`src/rtl/aibcr3aux_pwrgood_seq.sv`:
```
// rtl/aibcr3aux_pwrgood_seq.sv - power-good synchronizer, debouncer and staged aux/core reset release
module aibcr3aux_pwrgood_seq #(
    parameter int SYNC_STAGES = 2,
    parameter int DEB_CNT     = 16,
    parameter int STAGE_DLY   = 8,
    parameter int CNT_W       = 8
) (
    input  logic       clk,
    input  logic       rst,
    input  logic       i_pwrgood_ls,
    input  logic       i_sw_rst,
    output logic       o_aux_rstb,
    output logic       o_core_rstb,
    output logic       o_pwr_good,
    output logic [1:0] o_state
);

    typedef enum logic [1:0] {
        OFF      = 2'd0,
        DEBOUNCE = 2'd1,
        AUX_UP   = 2'd2,
        ACTIVE   = 2'd3
    } state_t;

    localparam logic [CNT_W-1:0] DEB_LAST   = CNT_W'(DEB_CNT - 1);
    localparam logic [CNT_W-1:0] STAGE_LAST = CNT_W'(STAGE_DLY - 1);

    logic [SYNC_STAGES-1:0] sync;
    logic                   s;
    state_t                 state, state_n;
    logic [CNT_W-1:0]       cnt, cnt_n;

    assign s       = sync[SYNC_STAGES-1];
    assign o_state = state;

    always_ff @(posedge clk or posedge rst) begin
        if (rst) begin
            sync <= '0;
        end else begin
            sync <= {sync[SYNC_STAGES-2:0], i_pwrgood_ls};
        end
    end

    // Any non-advancing path clears the counter, so a partial debounce is never kept.
    always_comb begin
        state_n = state;
        cnt_n   = '0;
        if (i_sw_rst) begin
            state_n = OFF;
        end else begin
            unique case (state)
                OFF: begin
                    if (s) state_n = DEBOUNCE;
                end
                DEBOUNCE: begin
                    if (!s)                   state_n = OFF;
                    else if (cnt == DEB_LAST) state_n = AUX_UP;
                    else                      cnt_n   = cnt + CNT_W'(1);
                end
                AUX_UP: begin
                    if (!s)                     state_n = OFF;
                    else if (cnt == STAGE_LAST) state_n = ACTIVE;
                    else                        cnt_n   = cnt + CNT_W'(1);
                end
                ACTIVE: begin
                    if (!s) state_n = OFF;
                end
                default: state_n = OFF;
            endcase
        end
    end

    // Outputs decode the next state so they move on the same edge as the state.
    always_ff @(posedge clk or posedge rst) begin
        if (rst) begin
            state       <= OFF;
            cnt         <= '0;
            o_aux_rstb  <= 1'b0;
            o_core_rstb <= 1'b0;
            o_pwr_good  <= 1'b0;
        end else begin
            state       <= state_n;
            cnt         <= cnt_n;
            o_aux_rstb  <= (state_n == AUX_UP) || (state_n == ACTIVE);
            o_core_rstb <= (state_n == ACTIVE);
            o_pwr_good  <= (state_n == ACTIVE);
        end
    end

endmodule

```
`config.mk`:
```
export PLATFORM = sky130hd
export DESIGN_NAME = aibcr3aux_pwrgood_seq
export DESIGN_NICKNAME = d
export VERILOG_FILES = /design/src/rtl/aibcr3aux_pwrgood_seq.sv
export SDC_FILE = /design/constraint.sdc
export NUM_CORES = 1
export LEC_CHECK = 0
export CORE_UTILIZATION = 48
export DETAILED_ROUTE_END_ITERATION = 8
export HOLD_SLACK_MARGIN = 0.06
export PLACE_DENSITY = 0.78
export SLEW_MARGIN = 20
export SYNTH_ARGS = -nofsm -noshare
export SYNTH_HDL_FRONTEND = slang
export SYNTH_SLANG_ARGS = --single-unit
```
`constraint.sdc`:
```
create_clock -name clk -period 1.83 [get_ports clk]
set_input_delay 0.366 -clock clk [delete_from_list [all_inputs] [get_ports clk]]
set_output_delay 0.366 -clock clk [all_outputs]
set_load 0.02 [all_outputs]
```
==> results of run 1 <==
-- how the worst max path moves through the flow --
stage | start | end | depth (start not counted)
finish | o_state[0]$_DFF_PP0_ | o_pwr_good$_DFF_PP0_ | 6
detailed placement | o_state[1]$_DFF_PP0_ | o_pwr_good$_DFF_PP0_ | 6
CTS | o_state[1]$_DFF_PP0_ | o_pwr_good$_DFF_PP0_ | 6
global placement | o_state[0]$_DFF_PP0_ | o_pwr_good$_DFF_PP0_ | 6
global route | o_state[0]$_DFF_PP0_ | o_state[0]$_DFF_PP0_ | 5
floorplan | o_state[1]$_DFF_PP0_ | o_pwr_good$_DFF_PP0_ | 5
-- stage by stage --
stage / power, mW / cell area, um2
after global routing: 0.628 / 886
after CTS: 0.600 / 881
final: 0.596 / 886
after floorplan: 0.356 / 738
after detailed placement: 0.380 / 845
after global placement: 0.379 / 845
-- critical path, cell delays in order (launching register included) --
cell and delay [ns]:
dfrtp_2 0.45, inv_1 0.10, ha_2 0.21, inv_1 0.07, or3_1 0.35, a221oi_2 0.28, and3_1 0.18
-- timing repair --
action,in CTS,in global routing
resized for setup,0,5
setup endpoints to repair,0,2
hold buffers,0,0
-- final cells by class --
type,count,area [um2],area share
inverters,6,22.5,0.0254
well taps,15,18.8,0.0212
clock buffers,4,36.3,0.0410
flip-flops and latches,14,352,0.397
repair buffers,10,95.1,0.107
multi-input cells,47,362,0.408
-- layout by cell type, fill, tap and decap left out, types with 2 or more instances in the layout --
cell type / synthesis / routed
and2_1: 2 / 2
buf_4: 1 / 2
clkbuf_4: 0 / 3
clkdlybuf4s50_1: 0 / 8
dfrtp_1: 14 / 13
ha_1: 5 / 4
inv_1: 6 / 5
nand2_1: 3 / 3
nand3_1: 2 / 2
nor2_1: 9 / 9
nor3_1: 3 / 3
xnor2_1: 2 / 2
xor2_1: 3 / 3
-- power groups by stage --
stage                     combinational (mW)  sequential [mW]  clock [mW]
after CTS                             0.0556            0.319       0.226
final                                 0.0597            0.320       0.217
after global placement                0.0537            0.325           0
after detailed placement              0.0550            0.325           0
after floorplan                       0.0293            0.327           0
after global routing                  0.0666            0.321       0.241
-- state kept, by name, summed over array words and instances, names as in the netlist --
| signal | count |
|---|---|
| cnt | 8 |
| o_state | 2 |
| sync | 2 |
| o_aux_rstb | 1 |
| o_pwr_good | 1 |
-- kinds of logic after synthesis --
kind of cell	count (synthesis)	share of synthesized area
compound gates	10	0.129
xor+xnor	5	0.0593
fa+ha+maj	5	0.0847
buf+inv	7	0.0407
flops	14	0.475
simple gates	27	0.212
-- per-layer routing --
layer | wire (um) | up-vias | share of wire
met1 | 655 | 269 | 0.46
li1 | - | 266 | -
met3 | 38 | 5 | 0.027
met5 | 0 | - | 0
met2 | 681 | 14 | 0.48
met4 | 34 | 0 | 0.024
==> metrics.md, run 1 <==
| Metric | Value |
|---|---|
| Global-route wire length before repair | 2180 um |
| Placed cells | 92 |
| Worst-Margin Slew | 0.528 ns |
| Synth area leader | dfrtp_1 |
| Core area | 1370 um2 |
| Post-Route Skew | about 0.00069 ns |
| P_sw | 136 uW |
| Final setup TNS | 0 ns |
| Yosys reg bits | 14 |
| Dpl ws | 0.104 ns |
| R2r endpoint | o_pwr_good$_DFF_PP0_ |
| EDFF count, synth | 0 |
| Synth top area cells | dfrtp_1 (47%), ha_1 (8.5%), nor2_1 (4.6%), xor2_1 (3.6%), nor4b_4 (3.2%) |
| Count leader, synth | dfrtp_1 |
| CTS tree | yes |
| Clock Power Share | 0.363 |
| Internal | 461 uW |
| Via-per-instance ratio | 5.77 |
| Post-CTS Setup Bufs | 0 |
| Fmax | 0.592 GHz |
| Worst R2R Setup Slack | 0.14 ns |
| Max IR drop VDD | between 0.0004 and 0.0005 V |
| GR Util met1 | 0.270 |
| Via count | 554 |
| Post-synth cell types | 29 |
| Clock slew at reported path FFs | 0.08 ns |
| PwrDens | between 600 and 700 nW/um2 |
| Fillers | roughly 120 |
| Buffers on Ports | 8 |
| Post-Syn Area per Cell | 10.9 um2 |
| Vias in the first global route | 487 |
| Status | complete, no violations |
| Mapped Area | ~740 um2 |
| FFs w/ async S/R, synth | 1.00 |
| Worst-path maximum fanout | 6 |
| H-tree depth | 1 |
| Final hold vios | 0 |
| # rows | 13 |
| Synth Instances | 68 |
| CTS buffer count | 3 |
| Pleak | 0.369 nW |
| Worst min path class | reg2reg |
| Hold path start | sync[0]$_DFF_PP0_ |
| Switching Fraction | 0.228 |
| WL final | roughly 1400 um |
| Post-layout util | 0.648 |
| Sequential cell area fraction in the yosys report | 0.475 |
| Die Y | 41.2 um |
| Hold endpoint | sync[1]$_DFF_PP0_ |
| Worst Path Arrival | 1.91 ns |
| N_diodes | 0 |
| Area growth, synth to finish | 20.0% |
| Top Ports | 9 |
| Ys Warns | 0 |
| GR peak layer | met2 |
| GRT Total Usage | 0.208 |
| Final min period | 1.69 ns |
| Crit Path Category | reg2reg |
| Clock sink count | 14 |
| Largest net degree at the start of global routing | 15 |
| Initial antenna violation count | 0 |
| Worst skew pair latency | 0.28 ns |
| Worst reg2reg path depth | 6 |
| Startpoint Class | register |
| M2 GR Usage | 0.301 |
| R2R Path Start | o_state[0]$_DFF_PP0_ |
| Synth top area share | 0.475 |
| Worst Setup End Kind | register |
| Synth top cells by count | dfrtp_1 (14), nor2_1 (9), inv_1 (6) |
| Die extent in x | 41.2 um |
| Met3 Use GR | 0.0489 |
| Comb power frac | 0.100 |
| Syn Nets | 77 |
| Reg power frac | 0.536 |
| CTS root buf | clkbuf_4 |
| Drt initial violations | 10 |
| Die Footprint | 1700 um2 |
| Post-synth top flop | dfrtp_1 |
| Setup slack after layout | 0.140 ns |
| Max-cap violations | 0 |
| Final HPWL DP | around 1000 um |
| Congestion Overflow GR | 0 |
| Initial DRT Pass Iterations | 4 |
| Post-route ant nets | 0 |
| Hold depth | 0 |
| Final cell count without fillers | 96 |
| Worst Path Required | 2.05 ns |
| DRC Markers | 0 |
| Hold slack | 0.357 ns |
| Initial core utilization | 0.540 |
| Final nets | 91 |
| GP Congestion | 0.731 |
| Clock Tree Buf Depth | 2 |
| Share of layout cells above drive strength 1 | 0.173 |
| Endpoints failing setup | 0 |
| Max Slew Vio Count | 0 |
| Rel. slew slack | 0.648 |
| Post-route clock period utilization | 0.924 |
| Wire length per cell | ~15 um |
Note: power is estimated with default switching activity, not from simulation.
==> run 2, diff against run 1 <==
--- a/config.mk
+++ b/config.mk
@@ -5,10 +5,10 @@
 export SDC_FILE = /design/constraint.sdc
 export NUM_CORES = 1
 export LEC_CHECK = 0
-export CORE_UTILIZATION = 48
+export CORE_UTILIZATION = 47
 export DETAILED_ROUTE_END_ITERATION = 8
 export HOLD_SLACK_MARGIN = 0.06
-export PLACE_DENSITY = 0.78
+export PLACE_DENSITY = 0.8
 export SLEW_MARGIN = 20
 export SYNTH_ARGS = -nofsm -noshare
 export SYNTH_HDL_FRONTEND = slang
==> constraint.sdc (replaced) <==
create_clock -name clk -period 1.5 [get_ports clk]
set_input_delay 0.3 -clock clk [delete_from_list [all_inputs] [get_ports clk]]
set_output_delay 0.3 -clock clk [all_outputs]
set_load 0.02 [all_outputs]
==> run 2 against run 1 <==
The flow now finishes with violations (setup timing). Utilization is 11 points higher. Register-to-register slack worse by 0.24 ns. Total power is 28% higher. Die area is 2.0% higher. Non-clock buffer count is 15 higher. Sequential cell count stayed put. Sequential share of layout area is 6.1 points lower. Clock-buffer cell count stayed put. Final cell count is 16% higher.
==> metrics.md, run 2 (same netlist as run 1, synthesis figures left out) <==
| Metric | Value |
|---|---|
| Setup slack after layout | -0.104 ns |
| CTS root buf | clkbuf_4 |
| Internal | approximately 580 uW |
| Largest net degree at the start of global routing | 10 |
| Worst-Margin Slew | 0.387 ns |
| Status | finished with violations |
| Initial antenna violation count | 0 |
| Commonest non-fill, non-tap cells in the layout | buf_4 (17), dfrtp_1 (12), nor2_1 (9), dlygate4sd2_1 (4) |
| Die extent in x | around 42 um |
| Area growth, synth to finish | 42.4% |
| Hold slack | 0.224 ns |
| Initial core utilization | 0.534 |
| Worst skew pair latency | roughly 0.28 ns |
| Worst min path class | in2async |
| DP Area | 960 um2 |
| Final min period | between 1.5 and 2 ns |
| Worst Path Arrival | 1.78 ns |
| H-tree depth | 1 |
| Buffers on Ports | 8 |
| Power Total | about 760 uW |
| Dpl ws | -0.111 ns |
| Die Y | 41.6 um |
| Share of layout cells above drive strength 1 | 0.396 |
| Comb power frac | 0.133 |
| Vias in the first global route | 694 |
| Worst Path Required | 1.68 ns |
| Final HPWL DP | 1200 um |
| GRT Total Usage | 0.214 |
| CTS tree | yes |
| Commonest non-fill, non-tap cell in the layout | buf_4 |
| Crit Path Category | reg2reg |
| Clock Tree Buf Depth | 2 |
| Pleak | 0.468 nW |
| RSZ-0062 raised after global routing | true |
| Final cell count without fillers | about 110 |
| Worst Setup End Kind | register |
| Post-Route Skew | 0.00207 ns |
| # rows | 13 |
| Switching Fraction | 0.237 |
| Fmax | 0.623 GHz |
| Reg power frac | 0.512 |
| Wire length per cell | 14.3 um |
| WL final | approximately 1600 um |
| Final nets | 106 |
| Startpoint Class | register |
| Max Slew Vio Count | 0 |
| Clock Power Share | 0.355 |
| Via count | 608 |
| CTS buffer count | 3 |
| Post-route clock period utilization | 1.07 |
| DRC Markers | 0 |
| N_diodes | 0 |
| Endpoints failing setup | 11 |
| Initial DRT Pass Iterations | 4 |
| Clock slew at reported path FFs | 0.08 ns |
| Final Cell Area | 1050 um2 |
| Clock sink count | 14 |
| Max-cap violations | 0 |
| Die Footprint | 1730 um2 |
| Top reg by flops | cnt |
| Final hold vios | 0 |
| GP Congestion | 0.820 |
| Max IR drop VDD | 0.000569 V |
| P_sw | 181 uW |
| Top Ports | 9 |
| Max FFs per register | 8 |
| Core area | approximately 1400 um2 |
| Global-route wire length before repair | around 2900 um |
| Placed cells | ~110 |
| Failing checks | setup timing |
| PwrDens | 725 nW/um2 |
| Via-per-instance ratio | 5.48 |
| Drt initial violations | 10 |
| Congestion Overflow GR | 0 |
| Worst-path maximum fanout | 4 |
| Post-route ant nets | 0 |
| Rel. slew slack | 0.742 |
[run 2: changes by cell type in the layout (fill, tap and decap cells not counted), moves of 2 or more]
cell,delta
buf_4,+15
clkdlybuf4s50_1,-5
dlygate4sd2_1,+4
ha_1,-2
ha_4,+2
inv_1,-2
inv_4,+2
[run 2: what timing repair did]
| action | 4_1_cts | 5_1_grt |
|---|---|---|
| pin swaps | 3 | 3 |
| hold buffers | 0 | 0 |
| endpoints found under the setup margin | 15 | 11 |
| buffers inserted | 0 | 2 |
| gates resized for setup | 12 | 5 |
[run 2: worst max-delay path, stage by stage, from the launching register on]
cell and delay [ns]:
dfrtp_2 0.45, buf_4 0.15, ha_2 0.21, and2_1 0.16
o211ai_1 0.23, a221oi_2 0.10, and3_1 0.20
[run 2: power groups by stage]
stage                     Clock [mW]  Sequential, mW  Combinational, mW
after global routing           0.292           0.391              0.110
after floorplan                    0           0.400             0.0401
after global placement             0           0.397             0.0865
after detailed placement           0           0.397             0.0896
final                          0.270           0.390              0.101
after CTS                      0.278           0.390             0.0931
[run 2: final cells by class]
class / instances / area [um2]
flip-flops and latches: 14 / 353
inverters: 6 / 27.5
fillers: 97 / 332
well taps: 15 / 18.8
clock buffers: 4 / 36.3
multi-input cells: 47 / 413
repair buffers: 25 / 203
[run 2: path summary, 6_finish.rpt]
path | endpoint | startpoint | depth (start not counted) | slack (ns)
min in group clk | sync[1]$_DFF_PP0_ | sync[0]$_DFF_PP0_ | 0 | 0.36
max | o_pwr_good$_DFF_PP0_ | o_state[0]$_DFF_PP0_ | 6 | -0.10
min | o_pwr_good$_DFF_PP0_ | rst | 2 | 0.22
min reg2reg | sync[1]$_DFF_PP0_ | sync[0]$_DFF_PP0_ | 0 | 0.36
max reg2reg | o_pwr_good$_DFF_PP0_ | o_state[0]$_DFF_PP0_ | 6 | -0.10
max in group asynchronous | cnt[0]$_DFF_PP0_ | rst | 3 | 0.89
[run 2: metal layers]
layer / vias to the layer above / GRT usage / share of wire
li1: 298 / - / -
met1: 291 / 0.241 / 0.41
met2: 15 / 0.381 / 0.54
met3: 4 / 0.0522 / 0.028
met4: 0 / 0.0903 / 0.021
met5: - / 0 / 0
[run 2: through the flow]
stage,util,TNS (ns)
detailed placement,0.694,-0.574
global route,0.760,-1.36
finish,0.760,-0.810
floorplan,-,-0.0487
CTS,0.731,-0.533
global placement,0.694,-0.183
